### src/rtl/regfile_wb_pkg.sv
// rtl/regfile_wb_pkg.sv - shared types and widths for the register file write-back path
//   REG_ADDR_W/REG_DATA_W : register file address/data widths
//   NUM_REGS              : number of architectural registers (busy mask width)
//   wb_req_t              : one queued write {addr, data}
//   wb_src_t              : arbitration winner
//   onehot()              : register address to busy-mask bit
package regfile_wb_pkg;

  localparam int REG_ADDR_W = 5;
  localparam int REG_DATA_W = 32;
  localparam int NUM_REGS   = 1 << REG_ADDR_W;

  typedef struct packed {
    logic [REG_ADDR_W-1:0] addr;
    logic [REG_DATA_W-1:0] data;
  } wb_req_t;

  typedef enum logic [1:0] {
    SRC_NONE,
    SRC_ALU,
    SRC_MEM
  } wb_src_t;

  function automatic logic [NUM_REGS-1:0] onehot(input logic [REG_ADDR_W-1:0] a);
    logic [NUM_REGS-1:0] m;
    m    = '0;
    m[a] = 1'b1;
    return m;
  endfunction

endpackage

### src/rtl/regfile_wb_arbiter_if.sv
// rtl/regfile_wb_arbiter_if.sv - producer and register file signals of the write-back arbiter
//   alu_valid/alu_ready/alu_addr/alu_data : ALU result request handshake
//   mem_valid/mem_ready/mem_addr/mem_data : load return request handshake
//   rf_we/rf_waddr/rf_wdata               : register file write port
//   busy_mask                             : pending-write mask for issue hazard checks
//   modport master : producer/register-file side; modport slave : arbiter side
interface regfile_wb_arbiter_if;
  import regfile_wb_pkg::*;

  logic                  alu_valid;
  logic                  alu_ready;
  logic [REG_ADDR_W-1:0] alu_addr;
  logic [REG_DATA_W-1:0] alu_data;
  logic                  mem_valid;
  logic                  mem_ready;
  logic [REG_ADDR_W-1:0] mem_addr;
  logic [REG_DATA_W-1:0] mem_data;
  logic                  rf_we;
  logic [REG_ADDR_W-1:0] rf_waddr;
  logic [REG_DATA_W-1:0] rf_wdata;
  logic [NUM_REGS-1:0]   busy_mask;

  modport master (
    output alu_valid, alu_addr, alu_data, mem_valid, mem_addr, mem_data,
    input  alu_ready, mem_ready, rf_we, rf_waddr, rf_wdata, busy_mask
  );

  modport slave (
    input  alu_valid, alu_addr, alu_data, mem_valid, mem_addr, mem_data,
    output alu_ready, mem_ready, rf_we, rf_waddr, rf_wdata, busy_mask
  );

endinterface

### src/rtl/wb_fifo.sv
// rtl/wb_fifo.sv - per-source write request FIFO with entry-valid view for the busy mask
//   clk, rst_n       : clock, asynchronous active-low reset
//   push_i, push_req_i: enqueue one request (ignored while full)
//   pop_i            : dequeue the head (ignored while empty)
//   full_o, empty_o  : occupancy flags
//   head_o           : oldest entry
//   vld_o, addrs_o   : per-slot valid flag and destination address
module wb_fifo
  import regfile_wb_pkg::*;
#(
  parameter int DEPTH = 2
) (
  input  logic                                 clk,
  input  logic                                 rst_n,
  input  logic                                 push_i,
  input  wb_req_t                              push_req_i,
  input  logic                                 pop_i,
  output logic                                 full_o,
  output logic                                 empty_o,
  output wb_req_t                              head_o,
  output logic [DEPTH-1:0]                     vld_o,
  output logic [DEPTH-1:0][REG_ADDR_W-1:0]     addrs_o
);

  localparam int AW = $clog2(DEPTH);

  // Pointers carry one extra wrap bit to tell full from empty.
  logic [AW:0]   wr_ptr_q, wr_ptr_d;
  logic [AW:0]   rd_ptr_q, rd_ptr_d;
  logic [AW:0]   count;
  logic [AW-1:0] offs [DEPTH];
  logic          do_push, do_pop;
  wb_req_t       mem_q [DEPTH];

  assign full_o  = (wr_ptr_q[AW] != rd_ptr_q[AW]) && (wr_ptr_q[AW-1:0] == rd_ptr_q[AW-1:0]);
  assign empty_o = (wr_ptr_q == rd_ptr_q);
  assign do_push = push_i && !full_o;
  assign do_pop  = pop_i && !empty_o;
  assign count   = wr_ptr_q - rd_ptr_q;
  assign head_o  = mem_q[rd_ptr_q[AW-1:0]];

  always_comb begin
    wr_ptr_d = wr_ptr_q;
    rd_ptr_d = rd_ptr_q;
    if (do_push) wr_ptr_d = wr_ptr_q + 1'b1;
    if (do_pop)  rd_ptr_d = rd_ptr_q + 1'b1;
  end

  // A slot is live when its distance from the read pointer is below the occupancy.
  always_comb begin
    for (int i = 0; i < DEPTH; i++) begin
      offs[i]    = AW'(i) - rd_ptr_q[AW-1:0];
      vld_o[i]   = {1'b0, offs[i]} < count;
      addrs_o[i] = mem_q[i].addr;
    end
  end

  always_ff @(posedge clk or negedge rst_n) begin
    if (!rst_n) begin
      wr_ptr_q <= '0;
      rd_ptr_q <= '0;
    end else begin
      wr_ptr_q <= wr_ptr_d;
      rd_ptr_q <= rd_ptr_d;
    end
  end

  // Storage needs no reset: only slots flagged by the pointers are ever read.
  always_ff @(posedge clk) begin
    if (do_push) mem_q[wr_ptr_q[AW-1:0]] <= push_req_i;
  end

endmodule

### src/rtl/regfile_wb_arbiter.sv
// rtl/regfile_wb_arbiter.sv - two-source write-back arbiter for the register file write port
//   clk, rst_n : clock, asynchronous active-low reset
//   bus        : slave side of regfile_wb_arbiter_if (producer handshakes,
//                register file write port, busy mask)
//   DEPTH      : entries per source FIFO (power of two, >= 2)
//   STARVE_LIMIT : consecutive ALU losses before ALU is forced to win
module regfile_wb_arbiter
  import regfile_wb_pkg::*;
#(
  parameter int DEPTH        = 2,
  parameter int STARVE_LIMIT = 4
) (
  input  logic                  clk,
  input  logic                  rst_n,
  regfile_wb_arbiter_if.slave   bus
);

  localparam int              SW    = $clog2(STARVE_LIMIT + 1);
  localparam logic [SW-1:0]   LIMIT = SW'(STARVE_LIMIT);

  logic                              alu_full, alu_empty, mem_full, mem_empty;
  logic                              alu_push, mem_push;
  wb_req_t                           alu_req, mem_req, alu_head, mem_head;
  logic [DEPTH-1:0]                  alu_vld, mem_vld;
  logic [DEPTH-1:0][REG_ADDR_W-1:0]  alu_addrs, mem_addrs;
  wb_src_t                           win;
  logic [SW-1:0]                     starve_q, starve_d;
  logic                              rf_we_q, rf_we_d;
  logic [REG_ADDR_W-1:0]             rf_waddr_q, rf_waddr_d;
  logic [REG_DATA_W-1:0]             rf_wdata_q, rf_wdata_d;
  logic [NUM_REGS-1:0]               mask;

  // Ready reflects occupancy only; a same-cycle pop never opens a slot.
  assign bus.alu_ready = !alu_full;
  assign bus.mem_ready = !mem_full;

  // Writes to x0 complete the handshake but are dropped here.
  assign alu_push = bus.alu_valid && !alu_full && (bus.alu_addr != '0);
  assign mem_push = bus.mem_valid && !mem_full && (bus.mem_addr != '0);
  assign alu_req  = '{addr: bus.alu_addr, data: bus.alu_data};
  assign mem_req  = '{addr: bus.mem_addr, data: bus.mem_data};

  wb_fifo #(.DEPTH(DEPTH)) u_alu_fifo (
    .clk        (clk),
    .rst_n      (rst_n),
    .push_i     (alu_push),
    .push_req_i (alu_req),
    .pop_i      (win == SRC_ALU),
    .full_o     (alu_full),
    .empty_o    (alu_empty),
    .head_o     (alu_head),
    .vld_o      (alu_vld),
    .addrs_o    (alu_addrs)
  );

  wb_fifo #(.DEPTH(DEPTH)) u_mem_fifo (
    .clk        (clk),
    .rst_n      (rst_n),
    .push_i     (mem_push),
    .push_req_i (mem_req),
    .pop_i      (win == SRC_MEM),
    .full_o     (mem_full),
    .empty_o    (mem_empty),
    .head_o     (mem_head),
    .vld_o      (mem_vld),
    .addrs_o    (mem_addrs)
  );

  // Loads normally win; ALU is forced through after STARVE_LIMIT straight losses.
  always_comb begin
    win = SRC_NONE;
    if (!alu_empty && !mem_empty) win = (starve_q == LIMIT) ? SRC_ALU : SRC_MEM;
    else if (!alu_empty)          win = SRC_ALU;
    else if (!mem_empty)          win = SRC_MEM;

    starve_d = starve_q;
    if (alu_empty || win == SRC_ALU) starve_d = '0;
    else if (starve_q != LIMIT)      starve_d = starve_q + 1'b1;
  end

  // Output stage holds addr/data when idle so the port never glitches.
  always_comb begin
    rf_we_d    = (win != SRC_NONE);
    rf_waddr_d = rf_waddr_q;
    rf_wdata_d = rf_wdata_q;
    if (win == SRC_ALU) begin
      rf_waddr_d = alu_head.addr;
      rf_wdata_d = alu_head.data;
    end else if (win == SRC_MEM) begin
      rf_waddr_d = mem_head.addr;
      rf_wdata_d = mem_head.data;
    end
  end

  always_ff @(posedge clk or negedge rst_n) begin
    if (!rst_n) begin
      starve_q   <= '0;
      rf_we_q    <= 1'b0;
      rf_waddr_q <= '0;
      rf_wdata_q <= '0;
    end else begin
      starve_q   <= starve_d;
      rf_we_q    <= rf_we_d;
      rf_waddr_q <= rf_waddr_d;
      rf_wdata_q <= rf_wdata_d;
    end
  end

  always_comb begin
    mask = '0;
    for (int i = 0; i < DEPTH; i++) begin
      if (alu_vld[i]) mask = mask | onehot(alu_addrs[i]);
      if (mem_vld[i]) mask = mask | onehot(mem_addrs[i]);
    end
    if (rf_we_q) mask = mask | onehot(rf_waddr_q);
    mask[0] = 1'b0;
  end

  assign bus.rf_we     = rf_we_q;
  assign bus.rf_waddr  = rf_waddr_q;
  assign bus.rf_wdata  = rf_wdata_q;
  assign bus.busy_mask = mask;

endmodule
### src/flat_wrapper.sv
// flat-port wrapper written by rule: the top's interface ports become plain ports
module regfile_wb_arbiter_flat import regfile_wb_pkg::*;
#(
  parameter int DEPTH        = 2,
  parameter int STARVE_LIMIT = 4
)
  (clk, rst_n, bus_alu_valid, bus_alu_addr, bus_alu_data, bus_mem_valid, bus_mem_addr, bus_mem_data, bus_alu_ready, bus_mem_ready, bus_rf_we, bus_rf_waddr, bus_rf_wdata, bus_busy_mask);
  regfile_wb_arbiter_if bus_i ();
  input  logic clk;
  input  logic rst_n;
  input wire logic [$bits(bus_i.alu_valid)-1:0] bus_alu_valid;
  input wire logic [$bits(bus_i.alu_addr)-1:0] bus_alu_addr;
  input wire logic [$bits(bus_i.alu_data)-1:0] bus_alu_data;
  input wire logic [$bits(bus_i.mem_valid)-1:0] bus_mem_valid;
  input wire logic [$bits(bus_i.mem_addr)-1:0] bus_mem_addr;
  input wire logic [$bits(bus_i.mem_data)-1:0] bus_mem_data;
  output wire logic [$bits(bus_i.alu_ready)-1:0] bus_alu_ready;
  output wire logic [$bits(bus_i.mem_ready)-1:0] bus_mem_ready;
  output wire logic [$bits(bus_i.rf_we)-1:0] bus_rf_we;
  output wire logic [$bits(bus_i.rf_waddr)-1:0] bus_rf_waddr;
  output wire logic [$bits(bus_i.rf_wdata)-1:0] bus_rf_wdata;
  output wire logic [$bits(bus_i.busy_mask)-1:0] bus_busy_mask;
  assign bus_i.alu_valid = bus_alu_valid;
  assign bus_i.alu_addr = bus_alu_addr;
  assign bus_i.alu_data = bus_alu_data;
  assign bus_i.mem_valid = bus_mem_valid;
  assign bus_i.mem_addr = bus_mem_addr;
  assign bus_i.mem_data = bus_mem_data;
  assign bus_alu_ready = bus_i.alu_ready;
  assign bus_mem_ready = bus_i.mem_ready;
  assign bus_rf_we = bus_i.rf_we;
  assign bus_rf_waddr = bus_i.rf_waddr;
  assign bus_rf_wdata = bus_i.rf_wdata;
  assign bus_busy_mask = bus_i.busy_mask;
  regfile_wb_arbiter #(.DEPTH(DEPTH), .STARVE_LIMIT(STARVE_LIMIT)) u_core (.clk(clk), .rst_n(rst_n), .bus(bus_i));
endmodule
### config.mk
export PLATFORM = sky130hd
export DESIGN_NAME = regfile_wb_arbiter_flat
export DESIGN_NICKNAME = d
export VERILOG_FILES = /design/src/rtl/regfile_wb_pkg.sv /design/src/rtl/regfile_wb_arbiter_if.sv /design/src/rtl/wb_fifo.sv /design/src/rtl/regfile_wb_arbiter.sv /design/src/flat_wrapper.sv
export SDC_FILE = /design/constraint.sdc
export NUM_CORES = 1
export LEC_CHECK = 0
export CELL_PAD_IN_SITES_DETAIL_PLACEMENT = 0
export CELL_PAD_IN_SITES_GLOBAL_PLACEMENT = 2
export CORE_MARGIN = 8
export CORE_UTILIZATION = 36
export CTS_CLUSTER_SIZE = 28
export DETAILED_ROUTE_END_ITERATION = 6
export GPL_TIMING_DRIVEN = 0
export PLACE_DENSITY = 0.83
export SLEW_MARGIN = 25
export SYNTH_ARGS = -nofsm -noshare
export SYNTH_HDL_FRONTEND = slang
export SYNTH_SLANG_ARGS = --single-unit
### constraint.sdc
create_clock -name clk -period 3.6 [get_ports clk]
set_input_delay 0.72 -clock clk [delete_from_list [all_inputs] [get_ports clk]]
set_output_delay 0.72 -clock clk [all_outputs]
set_load 0.1 [all_outputs]
Yosys cells after proc, flatten, opt, wreduce, memory -nomap -nowiden
Memory sizes are Yosys's and may differ from the RTL's.
Cells that the tools add are included.
Storage, ports and cells
  bits in registers: 49
  memory bits (writable): 148
  input bits: 78
  output and inout bits: 72
  word-level logic and storage cells: 104
  memories: 2
Cells by class
  add/subtract/negate cells: 11
  $lt $le $gt $ge: 14
  equal/unequal tests: 10
  muxes and demuxes: 29
  bitwise gates (word level): 4
  reduce and logical (&&, ||, !) cells: 26
Memory list
  u_core.u_alu_fifo.mem_q: depth 2, bits a word 37, rd ports 3, clocked after Yosys merged registers in 0, write ports 1, RTL line wb_fifo.sv:33  | wb_req_t mem_q [DEPTH];
  u_core.u_mem_fifo.mem_q: depth 2, bits a word 37, rd ports 3, clocked after Yosys merged registers in 0, write ports 1, RTL line wb_fifo.sv:33
Operators by type and width (count)
  2-to-1 mux 32 bit: 7
  OR 32 bit: 4
  less-than comparator 5 x 6 -> 1 bit (second input constant): 5
  demux 1 bit (select 5 bit): 5
  >= comparator 5 x 1 -> 1 bit (second input constant): 5
  logical AND 1 bit: 16
  2-to-1 mux 5 bit: 2
  nonzero test 5 bit: 2
  2-to-1 mux 1 bit: 9
  adder 2 x 1 -> 2 bit (second input constant): 4
  less-than comparator 1 x 2 -> 1 bit: 4
  2-to-1 mux 2 bit: 4
  2-to-1 mux 3 bit: 2
  nonzero test 2 bit: 3
  == test 2 bit: 2
  logical NOT 1 bit: 4
  subtractor 1 bit (first input constant): 4
  subtractor 2 bit: 2
  adder 3 x 1 -> 3 bit (second input constant): 1
  == test 3 bit (second input constant): 1
  inequality test 3 bit (second input constant): 1
  == test 1 bit: 2
  == test 2 x 1 -> 1 bit (second input constant): 1
  == test 2 bit (second input constant): 1
  other kinds (2): 3

Logic depth before layout (Yosys ltp)
Gate-level depths: netlist of run 1.
An unclocked memory read counts as a cell.
  word-level depth: 14
  depth in mapped cells: 9
  mapped depth without buffers: 8

Hierarchy
From an unflattened synthesis of run 1, not the netlist that was laid out.
Second synthesis, totals
  cells, all modules: 684
  area, all modules: 9371.5 um2
Modules (own cells, without submodules)
  wb_fifo: instances 2, cells each 156, area an instance 3027.9 um2, seq. area each 2322.2 um2
  regfile_wb_arbiter: instances 1, cells each 372, area an instance 3315.7 um2, seq. area each 1026.0 um2

Least setup slack after synthesis of run 1
Ideal clock, no wire load.
  path kind: register to output
  from: reg u_core.u_mem_fifo.rd_ptr_q[0]
  to: out bus_busy_mask[10]
  arrival time: 3.347 ns
  required time: 2.880 ns
  slack: -0.467 ns
  cell stages (with the launch flop): 10
  buffers on the path: 4
  cell sequence: dfrtp_1 -> clkbuf_1 -> buf_2 -> buf_2 -> inv_1 -> ha_1 -> nor2_1 -> or3b_2 -> clkbuf_1 -> o221ai_1
RTL lines
  from (decl): RTL line wb_fifo.sv:29  | logic [AW:0] rd_ptr_q, rd_ptr_d;
  from (signal assigned): RTL line wb_fifo.sv:64  | rd_ptr_q <= rd_ptr_d;
  to (decl): RTL line flat_wrapper.sv:22  | output wire logic [$bits(bus_i.busy_mask)-1:0] bus_busy_mask;

Worst setup path in the final report of run 1
  from: reg u_core.u_alu_fifo.wr_ptr_q[1]
  to: out bus_busy_mask[19]
On the way
  word-level cells in the longest chain between the ends: 11
  elaborated cells on any way between the ends: 12
  classes of those cells: 1 x add/sub; 2 x order compare; 5 x mux; 4 x bitwise
RTL lines
  from (decl): RTL line wb_fifo.sv:28  | logic [AW:0] wr_ptr_q, wr_ptr_d;
  from (signal assigned): RTL line wb_fifo.sv:63  | wr_ptr_q <= wr_ptr_d;
  subtractor 2 bit *: RTL line wb_fifo.sv:39  | assign count = wr_ptr_q - rd_ptr_q;
  less-than comparator 1 x 2 -> 1 bit: RTL line wb_fifo.sv:53  | vld_o[i] = {1'b0, offs[i]} < count;
  2-to-1 mux 32 bit: RTL line regfile_wb_arbiter.sv:112  | if (alu_vld[i]) mask = mask | onehot(alu_addrs[i]);
  OR 32 bit: RTL line regfile_wb_arbiter.sv:113  | if (mem_vld[i]) mask = mask | onehot(mem_addrs[i]);
  2-to-1 mux 32 bit: RTL line regfile_wb_arbiter.sv:113
  OR 32 bit: RTL line regfile_wb_arbiter.sv:112
  2-to-1 mux 32 bit *: RTL line regfile_wb_arbiter.sv:112
  OR 32 bit: RTL line regfile_wb_arbiter.sv:113
  2-to-1 mux 32 bit *: RTL line regfile_wb_arbiter.sv:113
  OR 32 bit: RTL line regfile_wb_arbiter.sv:115  | if (rf_we_q) mask = mask | onehot(rf_waddr_q);
  2-to-1 mux 32 bit *: RTL line regfile_wb_arbiter.sv:115
Every way passes the cells marked *; elsewhere a longest branch is shown, timed or not.

==> run metrics, run 1 <==
final count of hold timing violations 0; Die W 173.5 um; Final Util 48.29%; Starting Density 36.74%; cell taking the most area after synthesis edfxtp_1; fin crit share 97.46%; synth top area cells edfxtp_1 (50%), dfrtp_1 (14%), mux2i_1 (8.3%); area of the core 24,320 um^2; clock-pin slew on the worst setup and hold paths 0.07 ns; clk_lat worst skew around 0.43 ns; port bufs about 150; Max FO, Critical Path 8; worst slew pin tran 1.032 ns; clock root buffer clkbuf_16; DRC 0; Mapped Cells 680; Final Net Count 935; largest net degree at the start of global routing 36; outcome completed; WS Path Type flop to primary output; top cell type's share of synthesized area 49.74%; Hold WS 0.1476 ns; final wirelength 25,310 um; CTS Hold Bufs 0; ant diodes 0; worst-case clock buffer depth 2; antenna violations before repair 0; Startpoint Class flop; fin crit period 3.509 ns; CTS sink cnt approximately 200; share of cells above drive strength 1 between 15 and 20%; Final Max Tran Viols 0; Routed wire per std cell 21.34 um; gr ovfl total 0; global-route wire length before repair ~40,000 um; RSZ-0062 raised after global routing no; EDFF count, synth 148; cell with the most instances after synthesis edfxtp_1; IO Pins 150; Seq/Total Area, Yosys 63.46%; Async S/R FF share, synth 24.87%; Syn Area/Cell 13.14 um^2; # rows 57; post-synth net total approximately 770; post-DP HPWL between 15,000 and 20,000 um; Setup TNS 0 ns; mapped cell area 8935 um^2; DP Area approximately 11,000 um^2; Final Setup Violations 0; final instance area between 10,000 and 15,000 um^2; count of state elements after synthesis 197; vias in the first global route 6,735; drt first pass iters 5; Num CTS Buffers 17; area grow syn2layout 31.44%; top cells by count, synth edfxtp_1 (148), mux2i_1 (74), nor2_1 (74); max-cap viol count 0; crit path capture type primary output; Min-Delay Path Class input pin to async pin; Highest Clock Rate about 290 MHz; Slew HR 31.00%; synth warn 0; CTS tree done; die area 30,120 um^2; chip height 173.5 um; via count between 6,000 and 7,000; remaining antenna violation count after routing 0; Yosys cell types 35; top_reg_cell synth edfxtp_1; drt via density 5.444; crit path DAT 2.79 ns; WP data required 2.88 ns; total track usage 16.57%; RePlAce Congestion 0.8173; H-tree depth 4; initial drt markers 529; Setup Skew approximately 0.013 ns
[layout make-up]
cell class | instances | area [um^2]
clock buffer | 23 | 479.2
clock inverter | 9 | 117.6
buffer | 44 | 217.7
fill | 2183 | 12580
timing repair buffer | 158 | 1622
sequential | 197 | 5670
multi-input combinational | 418 | 3183
inverter | 13 | 48.80
tap | 324 | 405.4
[per-layer routing]
metal	share of wire [%]	wire [um]	GRT usage, %
met4	0.82	207	3.917
met3	5.3	1346	3.703
met5	0	0	0
met1	46	11520	21.92
met2	48	12240	27.24
[metrics by stage]
stage	instances	worst slack, ns
after floorplan	680	-0.4667
after global placement	1152	-1.231
after detailed placement	1160	-0.8392
after CTS	1190	0.01125
after global routing	1186	0.0006690
final	1186	0.09131
[cell usage in the layout, fill, tap and decap left out, drive strengths merged]
cell and count:
bufinv 2, nand3 7, o221ai 34, conb 1, mux2i 74, dfrtp 49, nand3b 19, a31oi 37
nor4 1, o22ai 31, clkinv 3, clkinvlp 2, buf 56, nor2 74, or3b 20, ha 8
and3 1, clkdlybuf4s50 116, edfxtp 148, or4 2, or3 9, nand2 8, inv 15, o211ai 2
o21ai 38, nor3 2, clkbuf 53, a22o 37, xnor2 7, a21boi 1, a2bb2oi 1, xor2 4
[logic make-up after synthesis]
group / Yosys count / share of synthesized area (%)
flops: 197 / 63.46
compound gates: 181 / 14.24
simple gates: 143 / 8.514
mux: 74 / 8.290
buf+inv: 65 / 3.165
xor+xnor: 11 / 1.162
fa+ha+maj: 8 / 1.120
other cells: 1 / 0.04197
[state kept, by name, summed over array words and instances (netlist names)]
name                        count
u_core.starve_q                 3
u_core.bus.rf_waddr             5
u_core.bus.rf_wdata            32
u_core.bus.rf_we                1
u_core.u_alu_fifo.rd_ptr_q      2
u_core.u_mem_fifo.mem_q        74
u_core.u_mem_fifo.rd_ptr_q      2
u_core.u_alu_fifo.mem_q        74
u_core.u_mem_fifo.wr_ptr_q      2
u_core.u_alu_fifo.wr_ptr_q      2
[critical path, stage by stage (launching register included)]
cell and delay (ns):
dfrtp_1 0.41, xor2_2 0.29, inv_2 0.09, ha_1 0.24, nand3b_1 0.41, o22ai_1 0.29
nor2_1 0.10, o221ai_2 0.07, buf_2 0.46
[final timing paths]
kind | from | end | slack (ns) | cells after the start
worst max-delay path | u_core.u_alu_fifo.wr_ptr_q[1] | bus_busy_mask[19] | 0.09 | 8
worst min-delay path | rst_n | u_core.bus.rf_wdata[27] | 0.15 | 1
worst max register to register | u_core.u_mem_fifo.wr_ptr_q[0] | u_core.u_mem_fifo.mem_q[1][14] | 1.00 | 6
worst min register to register | u_core.starve_q[0] | u_core.starve_q[0] | 0.48 | 1
max in group asynchronous | rst_n | u_core.bus.rf_wdata[10] | 2.96 | 2
min in group clk | u_core.starve_q[0] | u_core.starve_q[0] | 0.48 | 1
[what timing repair did]
item | CTS | global route
setup endpoints to repair | 31 | 28
buffers inserted | 2 | 0
hold endpoints to repair | 0 | 0
resized for setup | 197 | 18
pin swaps | 2 | 0
Power of run 1 is left out: the tool's default activity adds up to more than one toggle a clock period on the data nets, which glitch-free logic cannot reach.
==> run 2, diff against run 1 <==
--- a/config.mk
+++ b/config.mk
@@ -7,12 +7,12 @@
 export LEC_CHECK = 0
 export CELL_PAD_IN_SITES_DETAIL_PLACEMENT = 0
 export CELL_PAD_IN_SITES_GLOBAL_PLACEMENT = 2
-export CORE_MARGIN = 8
-export CORE_UTILIZATION = 36
+export CORE_MARGIN = 2
+export CORE_UTILIZATION = 33
 export CTS_CLUSTER_SIZE = 28
 export DETAILED_ROUTE_END_ITERATION = 6
 export GPL_TIMING_DRIVEN = 0
-export PLACE_DENSITY = 0.83
+export PLACE_DENSITY = 0.81
 export SLEW_MARGIN = 25
 export SYNTH_ARGS = -nofsm -noshare
 export SYNTH_HDL_FRONTEND = slang
==> constraint.sdc (replaced) <==
create_clock -name clk -period 2.85 [get_ports clk]
set_input_delay 0.57 -clock clk [delete_from_list [all_inputs] [get_ports clk]]
set_output_delay 0.57 -clock clk [all_outputs]
set_load 0.1 [all_outputs]
==> run 2 against run 1 <==
- the run now ends with setup timing left
- core utilization down 0.12 points
- final cell count increased by 3.2%
- non-clock buffer count grew 21
- sequential share of layout area is 4.3 points lower
- flip-flop and latch count is the same
- first-iteration DRC count shrank 29%
- setup slack got worse by 0.22 ns
- die area is 5.7% lower
- critical path depth is 1 lower
- critical path type unchanged
- largest cell class unchanged
- highest routed layer unchanged
==> run metrics, run 2 (synthesized netlist as in run 1, its figures left out) <==
outcome complete, but fails checks; failing checks setup timing; remaining antenna violation count after routing 0; clock-pin slew on the worst setup and hold paths 0.07 ns; drt first pass iters 5; die area ~28,000 um^2; RR Startpoint u_core.u_mem_fifo.rd_ptr_q[0]; clk_lat worst skew 0.43 ns; via count 6,526; Highest Clock Rate 336.2 MHz; crit path DAT 2.40 ns; ant diodes 0; final wirelength 25,400 um; Slew HR 32.64%; worst path cell trace xor2_2, inv_2, ha_4, nor2_2, or3b_4, o221ai_4, buf_12; CTS tree done; RSZ-0062 raised after global routing yes; Starting Density 33.34%; worst-case clock buffer depth 2; fin worst setup slack -0.1245 ns; port bufs 148; drt via density 5.332; H-tree depth 4; clock root buffer clkbuf_16; WP data required roughly 2.3 ns; Final Max Tran Viols 0; area of the core 26,800 um^2; Reg2Reg Setup Slack 0.45 ns; total track usage a little under a fifth; Num CTS Buffers 17; Final Setup Violations 30; DRC 0; vias in the first global route 6,742; Max FO, Critical Path 8; chip height 168.5 um; Startpoint Class flop; RePlAce Congestion 0.8136; Min-Delay Path Class input pin to async pin; max-cap viol count 0; worst slew pin tran 1.014 ns; crit path capture type primary output; CTS sink cnt 197; CP max stage delay 0.51 ns; gr ovfl total 0; fin crit share 104.4%; share of cells above drive strength 1 22.76%; final count of hold timing violations 0; antenna violations before repair 0; post-DP HPWL 18,050 um; commonest non-fill, non-tap cell in the layout edfxtp_1; Final Net Count 956; # rows 60; largest net degree at the start of global routing 50; Setup Skew 0.008401 ns; fin crit period approximately 3 ns; Die W approximately 170 um; WS Path Type flop to primary output; global-route wire length before repair between 30,000 and 40,000 um; IO Pins 150; area grow syn2layout 44.48%; r2r endpoint u_core.u_mem_fifo.mem_q[0][24]; Register-to-Register Path Depth 6; initial drt markers 374; Final Util 48.17%; Worst path slowest cell or3b_4; Routed wire per std cell 20.75 um; most frequent cells in the layout edfxtp_1 (148), clkdlybuf4s50_1 (112), mux2i_1 (74), nor2_1 (67), dfrtp_1 (47)
==> run 2: cell count changes in the layout (fill, tap and decap cells not counted), moves of 5 or more <==
cell      delta
clkbuf_1     -9
o221ai_4    +31
buf_12      +31
buf_4       +10
buf_6       -12
o221ai_1     -8
o221ai_2    -23
inv_1        -6
ha_1         -6
inv_2        +5
buf_2        -5
==> run 2: repair_timing <==
| action | CTS | global route |
|---|---|---|
| endpoints found under the setup margin | 33 | 34 |
| buffers inserted | 21 | 3 |
| resized for setup | 312 | 19 |
| pin swaps | 24 | 10 |
| hold buffers | 0 | 0 |
==> run 2: worst max path at each step <==
stage                                        startpoint                end  slack, ns  depth (start not counted)
after floorplan           u_core.u_mem_fifo.rd_ptr_q[1]  bus_busy_mask[23]      -0.28                          5
after global placement    u_core.u_mem_fifo.rd_ptr_q[0]  bus_busy_mask[27]      -1.35                          8
after detailed placement  u_core.u_alu_fifo.rd_ptr_q[1]   bus_busy_mask[2]      -1.04                          9
after CTS                 u_core.u_alu_fifo.wr_ptr_q[1]  bus_busy_mask[24]      -0.19                          8
after global routing      u_core.u_alu_fifo.rd_ptr_q[1]  bus_busy_mask[13]      -0.21                          8
final                     u_core.u_mem_fifo.wr_ptr_q[1]  bus_busy_mask[14]      -0.12                          7
==> run 2: layout make-up <==
type	instances	area, um^2
buffer	40	246.5
timing repair buffer	183	2213
clock buffer	17	425.4
fill	2369	13890
multi-input combinational	418	3676
tap	341	426.7
clock inverter	15	196.4
inverter	13	51.30
sequential	197	5673
==> run 2: layer usage <==
layer  global-route usage [%]  up-vias  part of all wire, %
met5                        0        -                    0
met4                    6.147        0                  1.8
met3                    3.227       29                  4.6
met2                    31.35      210                   50
met1                    23.20     3232                   43
li1                         -     3055                    -
==> run 2: per-stage QoR <==
stage	hold WS, ns	worst slack, ns	setup TNS [ns]	instances	area [um^2]
floorplan	0.2744	-0.2764	-1.413	680	9558
global placement	0.4609	-1.353	-161.43	1169	11470
detailed placement	0.4681	-1.045	-28.68	1180	11700
CTS	0.1022	-0.1912	-3.780	1222	12820
global route	0.1131	-0.2051	-5.134	1224	12910
finish	0.1054	-0.1245	-2.808	1224	12910
==> run 2: critical path, delay by kind of cell (launching register included) <==
family | cells | cell delay, ns
flip-flops | 1 | 0.41
buffers and inverters | 2 | 0.29
AND/OR/NAND/NOR | 2 | 0.55
AO/OA/AOI/OAI | 1 | 0.24
adder cells (fa/ha/maj) | 1 | 0.27
XOR/XNOR | 1 | 0.20
Power of run 2 is left out for the same reason.
==> run 3, diff against run 2 <==
--- a/config.mk
+++ b/config.mk
@@ -5,6 +5,7 @@
 export SDC_FILE = /design/constraint.sdc
 export NUM_CORES = 1
 export LEC_CHECK = 0
+export CAP_MARGIN = 40
 export CELL_PAD_IN_SITES_DETAIL_PLACEMENT = 0
 export CELL_PAD_IN_SITES_GLOBAL_PLACEMENT = 2
 export CORE_MARGIN = 2
==> run 3 against run 2 <==
- the run still ends with setup timing left
- final cell count grew 3.8%
- core utilization grew 2.8 points
- global-route usage grew 0.31 points
- first-iteration DRC count shrank 4.0%
- routed wire length grew 1.3%
- clock-buffer cell count grew 2
- worst hold slack lost 0.0075 ns
- highest routed layer unchanged
==> run metrics, run 3 (synthesized netlist as in run 1, its figures left out) <==
chip height roughly 170 um; worst-case clock buffer depth 2; worst slew pin tran 0.7954 ns; Starting Density 33.34%; H-tree depth 4; Min-Delay Path Class input pin to async pin; port bufs 148; fin worst setup slack -0.1488 ns; drt via density 5.212; Worst path slowest cell or3b_4; Die W approximately 170 um; most frequent cells in the layout edfxtp_1 (148), clkdlybuf4s50_1 (116), mux2i_1 (74), nor2_1 (59), dfrtp_1 (47); RePlAce Congestion 0.8136; WS Path Type flop to primary output; Setup TNS -2.691 ns; crit path DAT between 2 and 2.5 ns; Final Util between 50% and 60%; clock root buffer clkbuf_16; final wirelength between 20,000 and 30,000 um; commonest non-fill, non-tap cell in the layout edfxtp_1; global-route wire length before repair ~40,000 um; CTS sink cnt 197; via count 6,619; total track usage roughly 18%; footprint of the multi-input gates 3742 um^2; Hold WS between 0.09 and 0.1 ns; worst path bufs/invs 2; outcome complete, but fails checks; largest net degree at the start of global routing 50; failing checks setup timing; filler cell count 2,258; Routed wire per std cell 20.25 um; Highest Clock Rate 333.5 MHz; area grow syn2layout 52.75%; clk_lat worst skew around 0.44 ns; gr ovfl total 0; Setup Skew 0.007176 ns; share of cells above drive strength 1 27.66%; initial drt markers 359; antenna violations before repair 0; cell family with most CP delay simple AND/OR/NAND/NOR gates; final count of hold timing violations 0; CTS tree done; vias in the first global route 6,850; area of the core 26,800 um^2; DRC 0; Final Net Count 1,002; Final Setup Violations 29; clock-pin slew on the worst setup and hold paths ~0.07 ns; fin crit share 105.2%; worst path cell trace xor2_2, inv_2, ha_4, nor2_4, or3b_4, o221ai_4, buf_12; drt first pass iters 5; post-DP HPWL about 19,000 um; RSZ-0062 raised after global routing yes; ant diodes 0; WP data required 2.28 ns; remaining antenna violation count after routing 0; Slew HR 46.98%; crit path capture type primary output; Startpoint Class flop; IO Pins 150; pre-CTS WS -0.6125 ns; die area 28,410 um^2; Num CTS Buffers 17; max-cap viol count 0; Max FO, Critical Path 8; CP max stage delay roughly 0.5 ns; sequential cell area about 5700 um^2; Final Max Tran Viols 0; fin crit period between 2 and 3 ns; # rows 60
run 3: changes by cell type in the layout (fill, tap and decap cells not counted), moves of 4 or more:
cell and delta:
clkdlybuf4s50_1 +4, nor2_1 -8, nor2_2 +4, o22ai_1 -5, nor2_4 +4, buf_8 +41, buf_6 +4
run 3: final timing paths:
check                                              startpoint                             end  slack [ns]  cells after the start
worst min register to register             u_core.starve_q[0]              u_core.starve_q[0]        0.48                      1
min in group clk                           u_core.starve_q[0]              u_core.starve_q[0]        0.48                      1
max in group asynchronous                               rst_n   u_core.u_mem_fifo.wr_ptr_q[0]        2.49                      2
worst max-delay path            u_core.u_mem_fifo.wr_ptr_q[1]                bus_busy_mask[6]       -0.15                      7
worst max register to register  u_core.u_mem_fifo.wr_ptr_q[0]  u_core.u_mem_fifo.mem_q[1][29]        0.45                      6
worst min-delay path                                    rst_n         u_core.bus.rf_wdata[25]         0.1                      2
run 3: final cells by class:
type                            instances  area share (%)
Buffer                                 40           1.806
Multi-Input combinational cell        418           27.42
Sequential cell                       197           41.57
Inverter                               13          0.3575
Clock inverter                         13           1.073
Clock buffer                           19           3.319
Tap cell                              341           3.126
Timing Repair Buffer                  229           21.33
run 3: worst register-to-register path, cell delays in order (launching register included):
cell	delay, ns
dfrtp_2	0.37
inv_2	0.04
ha_1	0.34
inv_1	0.16
o221ai_1	0.31
nor2_4	0.62
buf_16	0.26
run 3: timing repair:
item / CTS / global route
resized for setup: 73 / 22
pin swaps: 23 / 16
hold buffers: 0 / 0
setup endpoints to repair: 31 / 31
setup buffers: 22 / 4
run 3: routing by layer:
layer	GRT usage (%)	vias to the layer above	wire, um
li1	-	3139	-
met1	23.96	3266	11410
met2	31.81	179	12940
met3	3.063	35	875
met4	5.847	0	499
met5	0	-	0
run 3: per-stage QoR:
stage	cells	instance area, um^2
2_1_floorplan	680	9558
3_3_place_gp	1169	11470
3_5_place_dp	1253	12810
4_1_cts	1266	13520
5_1_grt	1270	13650
6_report	1270	13650
Power of run 3 is left out for the same reason.
